File: src/rtl/fsm_escritura_rtc_if.sv
// fsm_escritura_rtc_if: multiplexed RTC address/data bus between controller and RTC pins
// Signals: cs_n/rd_n/wr_n active-low strobes, a_d (0 address, 1 data),
// ad_out/ad_oe driven bus value and its tri-state enable, ad_in sampled bus value.
interface fsm_escritura_rtc_if;
  logic cs_n, rd_n, wr_n, a_d, ad_oe;
  logic [7:0] ad_out, ad_in;
  modport master(output cs_n, rd_n, wr_n, a_d, ad_oe, ad_out, input ad_in);
  modport slave(input cs_n, rd_n, wr_n, a_d, ad_oe, ad_out, output ad_in);
endinterface

File: src/rtl/fsm_escritura_rtc.sv
// fsm_escritura_rtc: RTC bus controller, continuous register read sweep plus on-demand writes
// Ports: clk, rst (async, active-low); cambio/dir_escritura/dato_escritura write request,
// reset_cambio write-complete pulse; bus (RTC pins, master side);
// dato_leido/dir_leida/leido_valid read results; ocupado not-idle; error_escritura sticky readback mismatch.
// Macro ESCRITURA_READBACK_EN: when defined, every write is followed by a verifying read of the same address.
module fsm_escritura_rtc #(
  parameter int PHASE_CYC = 8,
  parameter int GAP_CYC = 4,
  parameter int N_REGS = 3,
  parameter logic [7:0] BASE_ADDR = 8'h21
) (
  input  logic clk,
  input  logic rst,
  input  logic cambio,
  input  logic [7:0] dir_escritura,
  input  logic [7:0] dato_escritura,
  output logic reset_cambio,
  fsm_escritura_rtc_if.master bus,
  output logic [7:0] dato_leido,
  output logic [7:0] dir_leida,
  output logic leido_valid,
  output logic ocupado,
  output logic error_escritura
);
  localparam int CW = $clog2(PHASE_CYC > GAP_CYC ? PHASE_CYC : GAP_CYC) + 1;
  localparam int IW = N_REGS > 1 ? $clog2(N_REGS) : 1;
  typedef enum logic [2:0] {IDLE, ADDR, GAP1, DATA, GAP2, DONE} state_t;
  state_t state;
  logic [CW-1:0] cnt;
  logic [IW-1:0] idx;
  logic [7:0] dir, dato, dir_sig;
  logic es_wr, es_rb, escribir, fin_fase, fin_gap;
  assign fin_fase = cnt == CW'(PHASE_CYC - 1);
  assign fin_gap = cnt == CW'(GAP_CYC - 1);
`ifdef ESCRITURA_READBACK_EN
  logic rb_pend;
  // a pending readback outranks a new write request
  assign escribir = cambio && !rb_pend;
  assign dir_sig = rb_pend ? dir : escribir ? dir_escritura : BASE_ADDR + 8'(idx);
  always_ff @(posedge clk or negedge rst) begin
    if (!rst) begin
      rb_pend <= 1'b0;
      es_rb <= 1'b0;
      error_escritura <= 1'b0;
    end else begin
      if (state == IDLE) begin
        rb_pend <= 1'b0;
        es_rb <= rb_pend;
      end else if (state == DONE && es_wr) rb_pend <= 1'b1;
      if (state == DATA && fin_fase && es_rb && bus.ad_in != dato) error_escritura <= 1'b1;
    end
  end
`else
  assign escribir = cambio;
  assign dir_sig = escribir ? dir_escritura : BASE_ADDR + 8'(idx);
  assign es_rb = 1'b0;
  assign error_escritura = 1'b0;
`endif
  always_ff @(posedge clk or negedge rst) begin
    if (!rst) begin
      state <= IDLE;
      cnt <= '0;
      idx <= '0;
      es_wr <= 1'b0;
      dir <= '0;
      dato <= '0;
      bus.cs_n <= 1'b1;
      bus.rd_n <= 1'b1;
      bus.wr_n <= 1'b1;
      bus.a_d <= 1'b0;
      bus.ad_oe <= 1'b0;
      bus.ad_out <= '0;
      reset_cambio <= 1'b0;
      leido_valid <= 1'b0;
      ocupado <= 1'b0;
      dato_leido <= '0;
      dir_leida <= '0;
    end else begin
      reset_cambio <= 1'b0;
      leido_valid <= 1'b0;
      cnt <= cnt + 1'b1;
      case (state)
        IDLE: begin
          state <= ADDR;
          cnt <= '0;
          ocupado <= 1'b1;
          es_wr <= escribir;
          dir <= dir_sig;
          if (escribir) dato <= dato_escritura;
          bus.cs_n <= 1'b0;
          bus.wr_n <= 1'b0;
          bus.a_d <= 1'b0;
          bus.ad_oe <= 1'b1;
          bus.ad_out <= dir_sig;
        end
        ADDR: if (fin_fase) begin
          state <= GAP1;
          cnt <= '0;
          bus.cs_n <= 1'b1;
          bus.wr_n <= 1'b1;
          bus.ad_oe <= 1'b0;
        end
        GAP1: if (fin_gap) begin
          state <= DATA;
          cnt <= '0;
          bus.cs_n <= 1'b0;
          bus.a_d <= 1'b1;
          bus.wr_n <= !es_wr;
          bus.rd_n <= es_wr;
          bus.ad_oe <= es_wr;
          if (es_wr) bus.ad_out <= dato;
        end
        DATA: if (fin_fase) begin
          state <= GAP2;
          cnt <= '0;
          bus.cs_n <= 1'b1;
          bus.rd_n <= 1'b1;
          bus.wr_n <= 1'b1;
          bus.ad_oe <= 1'b0;
          if (!es_wr) begin
            dato_leido <= bus.ad_in;
            dir_leida <= dir;
          end
          // only sweep reads move the sweep; readbacks leave it in place
          if (!es_wr && !es_rb) idx <= idx == IW'(N_REGS - 1) ? '0 : idx + 1'b1;
        end
        GAP2: if (fin_gap) begin
          state <= DONE;
          reset_cambio <= es_wr;
          leido_valid <= !es_wr;
        end
        DONE: begin
          state <= IDLE;
          ocupado <= 1'b0;
        end
        default: state <= IDLE;
      endcase
    end
  end
endmodule

File: src/flat_wrapper.sv
// flat-port wrapper written by rule: the top's interface ports become plain ports
module fsm_escritura_rtc_flat 
#(
  parameter int PHASE_CYC = 8,
  parameter int GAP_CYC = 4,
  parameter int N_REGS = 3,
  parameter logic [7:0] BASE_ADDR = 8'h21
)
  (clk, rst, cambio, dir_escritura, dato_escritura, reset_cambio, dato_leido, dir_leida, leido_valid, ocupado, error_escritura, bus_cs_n, bus_rd_n, bus_wr_n, bus_a_d, bus_ad_oe, bus_ad_out, bus_ad_in);
  fsm_escritura_rtc_if bus_i ();
  input  logic clk;
  input  logic rst;
  input  logic cambio;
  input  logic [7:0] dir_escritura;
  input  logic [7:0] dato_escritura;
  output logic reset_cambio;
  output logic [7:0] dato_leido;
  output logic [7:0] dir_leida;
  output logic leido_valid;
  output logic ocupado;
  output logic error_escritura;
  output wire logic [$bits(bus_i.cs_n)-1:0] bus_cs_n;
  output wire logic [$bits(bus_i.rd_n)-1:0] bus_rd_n;
  output wire logic [$bits(bus_i.wr_n)-1:0] bus_wr_n;
  output wire logic [$bits(bus_i.a_d)-1:0] bus_a_d;
  output wire logic [$bits(bus_i.ad_oe)-1:0] bus_ad_oe;
  output wire logic [$bits(bus_i.ad_out)-1:0] bus_ad_out;
  input wire logic [$bits(bus_i.ad_in)-1:0] bus_ad_in;
  assign bus_cs_n = bus_i.cs_n;
  assign bus_rd_n = bus_i.rd_n;
  assign bus_wr_n = bus_i.wr_n;
  assign bus_a_d = bus_i.a_d;
  assign bus_ad_oe = bus_i.ad_oe;
  assign bus_ad_out = bus_i.ad_out;
  assign bus_i.ad_in = bus_ad_in;
  fsm_escritura_rtc #(.PHASE_CYC(PHASE_CYC), .GAP_CYC(GAP_CYC), .N_REGS(N_REGS), .BASE_ADDR(BASE_ADDR)) u_core (.clk(clk), .rst(rst), .cambio(cambio), .dir_escritura(dir_escritura), .dato_escritura(dato_escritura), .reset_cambio(reset_cambio), .bus(bus_i), .dato_leido(dato_leido), .dir_leida(dir_leida), .leido_valid(leido_valid), .ocupado(ocupado), .error_escritura(error_escritura));
endmodule
File: config.mk
export PLATFORM = sky130hd
export DESIGN_NAME = fsm_escritura_rtc_flat
export DESIGN_NICKNAME = d
export VERILOG_FILES = /design/src/rtl/fsm_escritura_rtc_if.sv /design/src/rtl/fsm_escritura_rtc.sv /design/src/flat_wrapper.sv
export SDC_FILE = /design/constraint.sdc
export NUM_CORES = 1
export LEC_CHECK = 0
export CORE_ASPECT_RATIO = 0.8
export CORE_UTILIZATION = 30
export CTS_BUF_LIST = sky130_fd_sc_hd__clkbuf_16
export DETAILED_ROUTE_END_ITERATION = 8
export PLACE_DENSITY_LB_ADDON = 0.12
export REMOVE_ABC_BUFFERS = 1
export SETUP_SLACK_MARGIN = 0.4
export SLEW_MARGIN = 20
export SYNTH_ARGS = -nofsm -noshare
export SYNTH_HDL_FRONTEND = slang
export SYNTH_SLANG_ARGS = --single-unit
File: constraint.sdc
create_clock -name clk -period 2.89 [get_ports clk]
set_input_delay 0.578 -clock clk [delete_from_list [all_inputs] [get_ports clk]]
set_output_delay 0.578 -clock clk [all_outputs]
set_load 0.01 [all_outputs]
==> results.sh, run 1 <==
export IMPL_outcome="finished clean"
export IMPL_chipHeight_um=83.98
export IMPL_route_vias_total=1660
export IMPL_dp_final_hpwl_mm=3.598
export IMPL_cp_num_buf_inv=0
export IMPL_share_of_the_synthesized_area_in_compound_gates_ao_oa_aoi_oai_pct=5.859
export IMPL_cp_max_fo=8
export IMPL_drt_antenna_violating_nets=0
export IMPL_worstSkewPairLatency_ns=0.32
export IMPL_path_clk_slew_ns=0.05
export IMPL_cp_top_family="compound AO/OA/AOI/OAI gates"
export IMPL_r2r_start="u_core.cnt[0]"
export IMPL_p_leak_uw=0.001553
export IMPL_critical_path_endpoint_type="flop"
export IMPL_dieWidth_um=104.5
export IMPL_route_detailed_wl_per_inst_um=13.62
export IMPL_antenna_found_initial=0
export IMPL_post_cts_repair_setup_buffers=0
export IMPL_dr_pass1_iters=4
export IMPL_total_power_uw=2162
export IMPL_synth_xor_area_share_pct=1.043
export IMPL_finish_net_count=293
export IMPL_maxClockFrequency_mhz=423.2
export IMPL_cts_buffers=9
export IMPL_finClkSkew_ns=0.006470
export IMPL_synth_top_family_by_area="multiplexers"
export IMPL_startpoint_type="flop"
export IMPL_critPathMaxStageDelay_ns=0.73
export IMPL_post_synth_cell_area_avg_um2=12.41
export IMPL_synthCells=203
export IMPL_worst_case_reg_to_reg_path_depth=4
export IMPL_rr_endpoint="u_core.bus.ad_out[7]"
export IMPL_number_of_i_o_pins=60
export IMPL_finalWirelength_mm=5.106
export IMPL_setup_violations_final=0
export IMPL_r2r_slack_ns=0.53
export IMPL_portBuffers=58
export IMPL_drt_vias_per_instance=4.427
export IMPL_row_count=29
export IMPL_first_global_vias=1713
export IMPL_clock_tree_root_cell="clkbuf_16"
export IMPL_stdcell_area_um2=3505
export IMPL_worstPathArrival_ns=2.56
export IMPL_grt_total_ovfl=0
export IMPL_area_delta_synth_final_pct=39.08
export IMPL_max_slew_worst_pin_slew_ns=0.6832
export IMPL_first_iter_violations=46
export IMPL_setup_cp_type="reg2reg"
export IMPL_cts_sink_count=58
export IMPL_antenna_cells_inserted=0
export IMPL_ys_seq_elements=58
export IMPL_unrepaired_setup_endpoints_after_global_routing="no"
export IMPL_synth_simple_gate_area_share_pct=9.782
export IMPL_core_area_um2=8019
export IMPL_pwr_share_comb_pct=8.4
export IMPL_critical_path_slowest_cell="a2111oi_4"
export IMPL_cts_max_level=3
export IMPL_pwr_share_clk_pct=50.8
export IMPL_grt_usage_pct=13.38
export IMPL_placed_cell_area_um2=3196
export IMPL_cellInternalPower_uw=1713
export IMPL_drive_gt1_share_pct=22.47
export IMPL_pwr_density_cell_nw_per_um2=617.0
export IMPL_ys_types=39
export IMPL_stdcell_count=375
export IMPL_maxSlewHeadroom_pct=54.46
export IMPL_cts_repair_resized=0
export IMPL_synth_seq_area_share_pct=57.75
export IMPL_switchingPower_uw=449.0
export IMPL_netSwitchingFraction_pct=20.76
export IMPL_timing_critical_path_cells="ha_1 > or3b_1 > a2111oi_4 > mux2_2"
export IMPL_die_area_um2=8772
export IMPL_holdCritPathClass="in2async"
export IMPL_tritoncts="built"
export IMPL_synth_fa_ha_area_share_pct=1.986
export IMPL_clk_path_buf_depth=2
export IMPL_required_time_of_the_worst_setup_path_ns=3.09
export IMPL_setup_total_negative_slack_ns=0
export IMPL_timing_final_crit_period_ns=2.363
export IMPL_finalMaxSlewViolations=0
export IMPL_largest_net_degree_at_the_start_of_global_routing=27
export IMPL_period_share_pct=81.77
export IMPL_final_replace_weighted_congestion=0.7439
export IMPL_summed_instance_area_of_the_synthesized_netlist_um2=2520
export IMPL_number_of_violations_of_the_max_capacitance_limit=0
export IMPL_drc_errors=0
export IMPL_initial_utilization_pct=31.42
export IMPL_synthesis_yosys_warnings=0
export IMPL_yosys_mux_area_fraction_pct=19.22
export IMPL_grt_first_pass_wirelength_mm=8.832
export IMPL_vdd_drop_max_mv=0.2829
export IMPL_p_seq_share_pct=40.7
export IMPL_number_of_hold_buffers_added_after_cts=0
export IMPL_hold_violations=0
export IMPL_place_inst=359
==> cell families after synthesis <==
family,after synthesis
DFF,58
and+or+nand+nor,46
muxes,44
buffers and inverters,26
AOI/OAI and AO/OA,21
adders and majority gates,4
xor gates and xnor gates,3
other,1
==> metal layers <==
| layer | part of all wire [%] | vias up | GRT usage (%) |
|---|---|---|---|
| met5 | 0 | - | 0 |
| met4 | 1.8 | 0 | 6.623 |
| met3 | 5.1 | 6 | 4.294 |
| met2 | 41 | 47 | 18.72 |
| met1 | 52 | 796 | 18.45 |
| li1 | - | 811 | - |
==> state kept, by name, indices dropped and copies added, names as in the netlist <==
name and flops:
u_core.bus.a_d 1, u_core.bus.ad_oe 1, u_core.bus.ad_out 8, u_core.bus.cs_n 1, u_core.bus.rd_n 1, u_core.bus.wr_n 1, u_core.cnt 4, u_core.dato 8
u_core.dato_leido 8, u_core.dir 8, u_core.dir_leida 8, u_core.es_wr 1, u_core.idx 2, u_core.leido_valid 1, u_core.ocupado 1, u_core.reset_cambio 1
u_core.state 3
==> worst max path at each step <==
stage	end	depth (start not counted)	startpoint	slack, ns
after detailed placement	u_core.bus.ad_out[7]	4	u_core.cnt[0]	0.53
after global placement	u_core.bus.ad_out[2]	4	u_core.cnt[0]	0.55
after floorplan	u_core.bus.ad_out[1]	4	u_core.cnt[0]	0.76
final	u_core.bus.ad_out[7]	4	u_core.cnt[0]	0.53
after global routing	u_core.bus.ad_out[7]	4	u_core.cnt[0]	0.40
after CTS	u_core.bus.ad_out[7]	4	u_core.cnt[0]	0.49
==> per-stage QoR <==
step	hold slack, ns	util [%]	worst slack [ns]
finish	0.2437	43.70	0.5268
CTS	0.2681	43.70	0.4949
floorplan	0.2824	-	0.7578
detailed placement	0.4622	39.85	0.5328
global placement	0.4550	39.85	0.5474
global route	0.2866	43.70	0.4048
==> cells in the mapped netlist <==
master / n / share of area, %
or3b_1: 1 / 0.35
and3_1: 2 / 0.50
buf_2: 3 / 0.60
a2111oi_4: 1 / 1.1
nand2_1: 16 / 2.4
nand2b_1: 2 / 0.50
inv_1: 13 / 1.9
nor3b_1: 2 / 0.60
a211o_2: 1 / 0.40
mux2i_1: 9 / 3.6
dfstp_2: 3 / 3.1
nor2b_1: 3 / 0.74
ha_1: 4 / 2.0
and2_1: 1 / 0.25
or3b_2: 1 / 0.35
or3_1: 1 / 0.25
a211oi_1: 2 / 0.60
nand3_1: 1 / 0.20
o21ai_0: 9 / 1.8
nor3_1: 6 / 1.2
and4b_2: 1 / 0.45
a31oi_1: 1 / 0.25
xnor2_1: 2 / 0.70
mux2_2: 35 / 16
and2_0: 1 / 0.25
clkbuf_1: 8 / 1.2
a21o_1: 2 / 0.60
nor2_1: 4 / 0.60
or2_2: 1 / 0.25
xor2_1: 1 / 0.35
conb_1: 1 / 0.15
dfrtp_1: 55 / 55
or2b_1: 1 / 0.30
clkbuf_2: 1 / 0.20
nor4bb_1: 1 / 0.40
a211o_1: 1 / 0.35
a21oi_1: 4 / 0.79
buf_4: 1 / 0.30
nand4_1: 1 / 0.25
==> power groups by stage <==
| stage | Combinational [µW] | Clock (µW) | Sequential, µW |
|---|---|---|---|
| floorplan | 52.6 | 0 | 904 |
| global placement | 185 | 0 | 895 |
| detailed placement | 186 | 0 | 896 |
| CTS | 187 | 1130 | 882 |
| global route | 203 | 1160 | 889 |
| finish | 182 | 1100 | 881 |
==> layout make-up <==
type	count	area (µm²)
multi-input cells	119	958.4
well taps	108	135.1
fillers	758	4514
flip-flops and latches	58	1455
repair buffers	61	598.1
clock inverters	7	83.83
clock buffers	9	225.2
inverters	13	48.80
==> worst register-to-register path, cell delays in order, from the launching register on <==
cell       delay [ns]
dfrtp_1          0.36
ha_1             0.23
or3b_1           0.50
a2111oi_4        0.73
mux2_2           0.41
==> cell usage in the layout (no fill, tap or decap), types with 3 or more instances in the layout <==
| cell | Yosys | layout |
|---|---|---|
| nor3_1 | 6 | 6 |
| nand2_1 | 16 | 16 |
| mux2i_1 | 9 | 9 |
| dfstp_2 | 3 | 3 |
| clkinv_1 | 0 | 3 |
| clkdlybuf4s50_1 | 0 | 57 |
| clkbuf_16 | 0 | 9 |
| o21ai_0 | 9 | 9 |
| inv_1 | 13 | 13 |
| nor2b_1 | 3 | 3 |
| ha_1 | 4 | 4 |
| a21oi_1 | 4 | 4 |
| nor2_1 | 4 | 4 |
| dfrtp_1 | 55 | 55 |
| mux2_2 | 35 | 35 |
| buf_4 | 1 | 3 |
No activity file was read; power rests on OpenSTA's default activity.
==> run 2: changes to the inputs <==
==> constraint.sdc (replaced) <==
create_clock -name clk -period 2.1 [get_ports clk]
set_input_delay 0.42 -clock clk [delete_from_list [all_inputs] [get_ports clk]]
set_output_delay 0.42 -clock clk [all_outputs]
set_load 0.01 [all_outputs]
==> run 2 against run 1 <==
  * Combinational power grew 40%
  * Power grew 38%
  * Sequential cell count is the same
  * Sequential share of layout area shrank 3.2 points
  * Wire length grew 9.6%
  * Critical path depth grew 3
  * Via count grew 5.2%
  * Final area grew 8.3%
  * Highest routed layer unchanged
  * Global-route usage grew 0.97 points
  * Register-to-register slack lost 0.29 ns
==> results.sh, run 2 (same netlist as run 1, synthesis figures left out) <==
export IMPL_chipHeight_um=83.98
export IMPL_p_leak_uw=0.001689
export IMPL_largest_net_degree_at_the_start_of_global_routing=45
export IMPL_pwr_density_cell_nw_per_um2=786.1
export IMPL_drt_vias_per_instance=4.443
export IMPL_mostFrequentLayoutCell="dfrtp_1"
export IMPL_cts_buffers=9
export IMPL_holdCritPathClass="in2async"
export IMPL_portBuffers=58
export IMPL_dr_pass1_iters=6
export IMPL_route_detailed_wl_per_inst_um=14.24
export IMPL_critical_path_endpoint_type="flop"
export IMPL_unrepaired_setup_endpoints_after_global_routing="yes"
export IMPL_number_of_hold_buffers_added_after_cts=0
export IMPL_required_time_of_the_worst_setup_path_ns=2.35
export IMPL_timing_critical_path_from="u_core.cnt[1]"
export IMPL_r2r_slack_ns=0.24
export IMPL_path_clk_slew_ns=0.05
export IMPL_drive_gt1_share_pct=31.58
export IMPL_setup_violations_final=0
export IMPL_whs_ns=0.004813
export IMPL_setup_total_negative_slack_ns=0
export IMPL_clock_tree_root_cell="clkbuf_16"
export IMPL_number_of_i_o_pins=60
export IMPL_core_area_um2=8019
export IMPL_drc_errors=0
export IMPL_finClkSkew_ns=0.004254
export IMPL_setup_cp_type="reg2reg"
export IMPL_startpoint_type="flop"
export IMPL_drt_antenna_violating_nets=0
export IMPL_area_delta_synth_final_pct=50.65
export IMPL_first_iter_violations=28
export IMPL_finalWirelength_mm=5.598
export IMPL_maxClockFrequency_mhz=536.9
export IMPL_final_replace_weighted_congestion=0.7643
export IMPL_period_share_pct=88.70
export IMPL_dp_final_hpwl_mm=3.770
export IMPL_antenna_found_initial=0
export IMPL_route_vias_total=1746
export IMPL_antenna_cells_inserted=0
export IMPL_vdd_drop_max_mv=0.4745
export IMPL_timing_final_crit_period_ns=1.863
export IMPL_hold_violations=0
export IMPL_layout_common_cells="dfrtp_1 (55), clkdlybuf4s50_1 (54), mux2_2 (34)"
export IMPL_row_count=29
export IMPL_total_power_uw=2984
export IMPL_cts_sink_count=58
export IMPL_cts_max_level=3
export IMPL_worstPathArrival_ns=2.11
export IMPL_number_of_violations_of_the_max_capacitance_limit=0
export IMPL_clk_path_buf_depth=2
export IMPL_cp_max_fo=4
export IMPL_r2r_start="u_core.cnt[1]"
export IMPL_die_area_um2=8772
export IMPL_finalCoreUtilization_pct=47.34
export IMPL_first_global_vias=1834
export IMPL_finalMaxSlewViolations=0
export IMPL_grt_usage_pct=14.34
export IMPL_finish_net_count=311
export IMPL_grt_first_pass_wirelength_mm=9.363
export IMPL_grt_total_ovfl=0
export IMPL_tritoncts="built"
export IMPL_dieWidth_um=104.5
export IMPL_outcome="finished clean"
export IMPL_worstSkewPairLatency_ns=0.32
export IMPL_initial_utilization_pct=31.42
## run 2: cell types whose count changed in the layout (fill, tap and decap cells not counted), sizes merged
cell and change:
buf +17, bufbuf +1, clkdlybuf4s50 -3, clkinv -1
dlygate4sd2 +3, inv +1
## run 2: report_power, final
group          switching [µW]  internal [µW]
sequential               33.2           1180
combinational            96.1            159
clock                     491           1020
## run 2: through the flow
stage | cells | setup WS [ns] | instance area [µm²]
after floorplan | 190 | -0.03217 | 2462
after global placement | 367 | 0.1137 | 3281
after detailed placement | 367 | 0.09809 | 3281
after CTS | 390 | 0.2522 | 3720
after global routing | 393 | 0.1349 | 3796
final | 393 | 0.2374 | 3796
## run 2: path summary, 6_finish.rpt
path | depth (start not counted) | endpoint
max | 7 | u_core.bus.rd_n
min | 1 | u_core.dato_leido[0]
max reg2reg | 7 | u_core.bus.rd_n
min reg2reg | 2 | u_core.dir[1]
max in group asynchronous | 2 | u_core.bus.cs_n
min in group clk | 2 | u_core.dir[1]
## run 2: cell type report
type / instances / area [µm²]
clock inverter: 7 / 85.08
multi-input combinational: 119 / 1027
fill: 739 / 4223
inverter: 13 / 48.80
tap: 108 / 135.1
timing repair buffer: 79 / 819.5
sequential: 58 / 1455
clock buffer: 9 / 225.2
## run 2: worst max-delay path, cell delays in order (launching register included)
cell and delay, ns:
dfrtp_1 0.36, ha_2 0.18, or3b_4 0.39, buf_4 0.15
buf_6 0.12, buf_4 0.15, or2_2 0.31, a21oi_1 0.14
## run 2: per-layer routing
layer  part of all wire (%)  routed length [µm]  track usage [%]  vias to the layer above
li1                       -                   -                -                      845
met1                     48                2715            19.14                      844
met2                     44                2459            20.89                       49
met3                    5.7                 321            4.606                        8
met4                    1.8                 102            7.013                        0
met5                      0                   0                0                        -
## run 2: what timing repair did
action                     4_1_cts  5_1_grt
pin swaps                        2        8
gates resized for setup         12        9
buffers inserted                 5        3
cloned                           2        0
setup endpoints to repair       45       41
==> run 3: changes to the inputs <==
--- a/config.mk
+++ b/config.mk
@@ -12,7 +12,7 @@
 export PLACE_DENSITY_LB_ADDON = 0.12
 export REMOVE_ABC_BUFFERS = 1
 export SETUP_SLACK_MARGIN = 0.4
-export SLEW_MARGIN = 20
+export SLEW_MARGIN = 40
 export SYNTH_ARGS = -nofsm -noshare
 export SYNTH_HDL_FRONTEND = slang
 export SYNTH_SLANG_ARGS = --single-unit
==> results of run 3 <==
Final layout, timing and power as in run 2 (identical DEF).
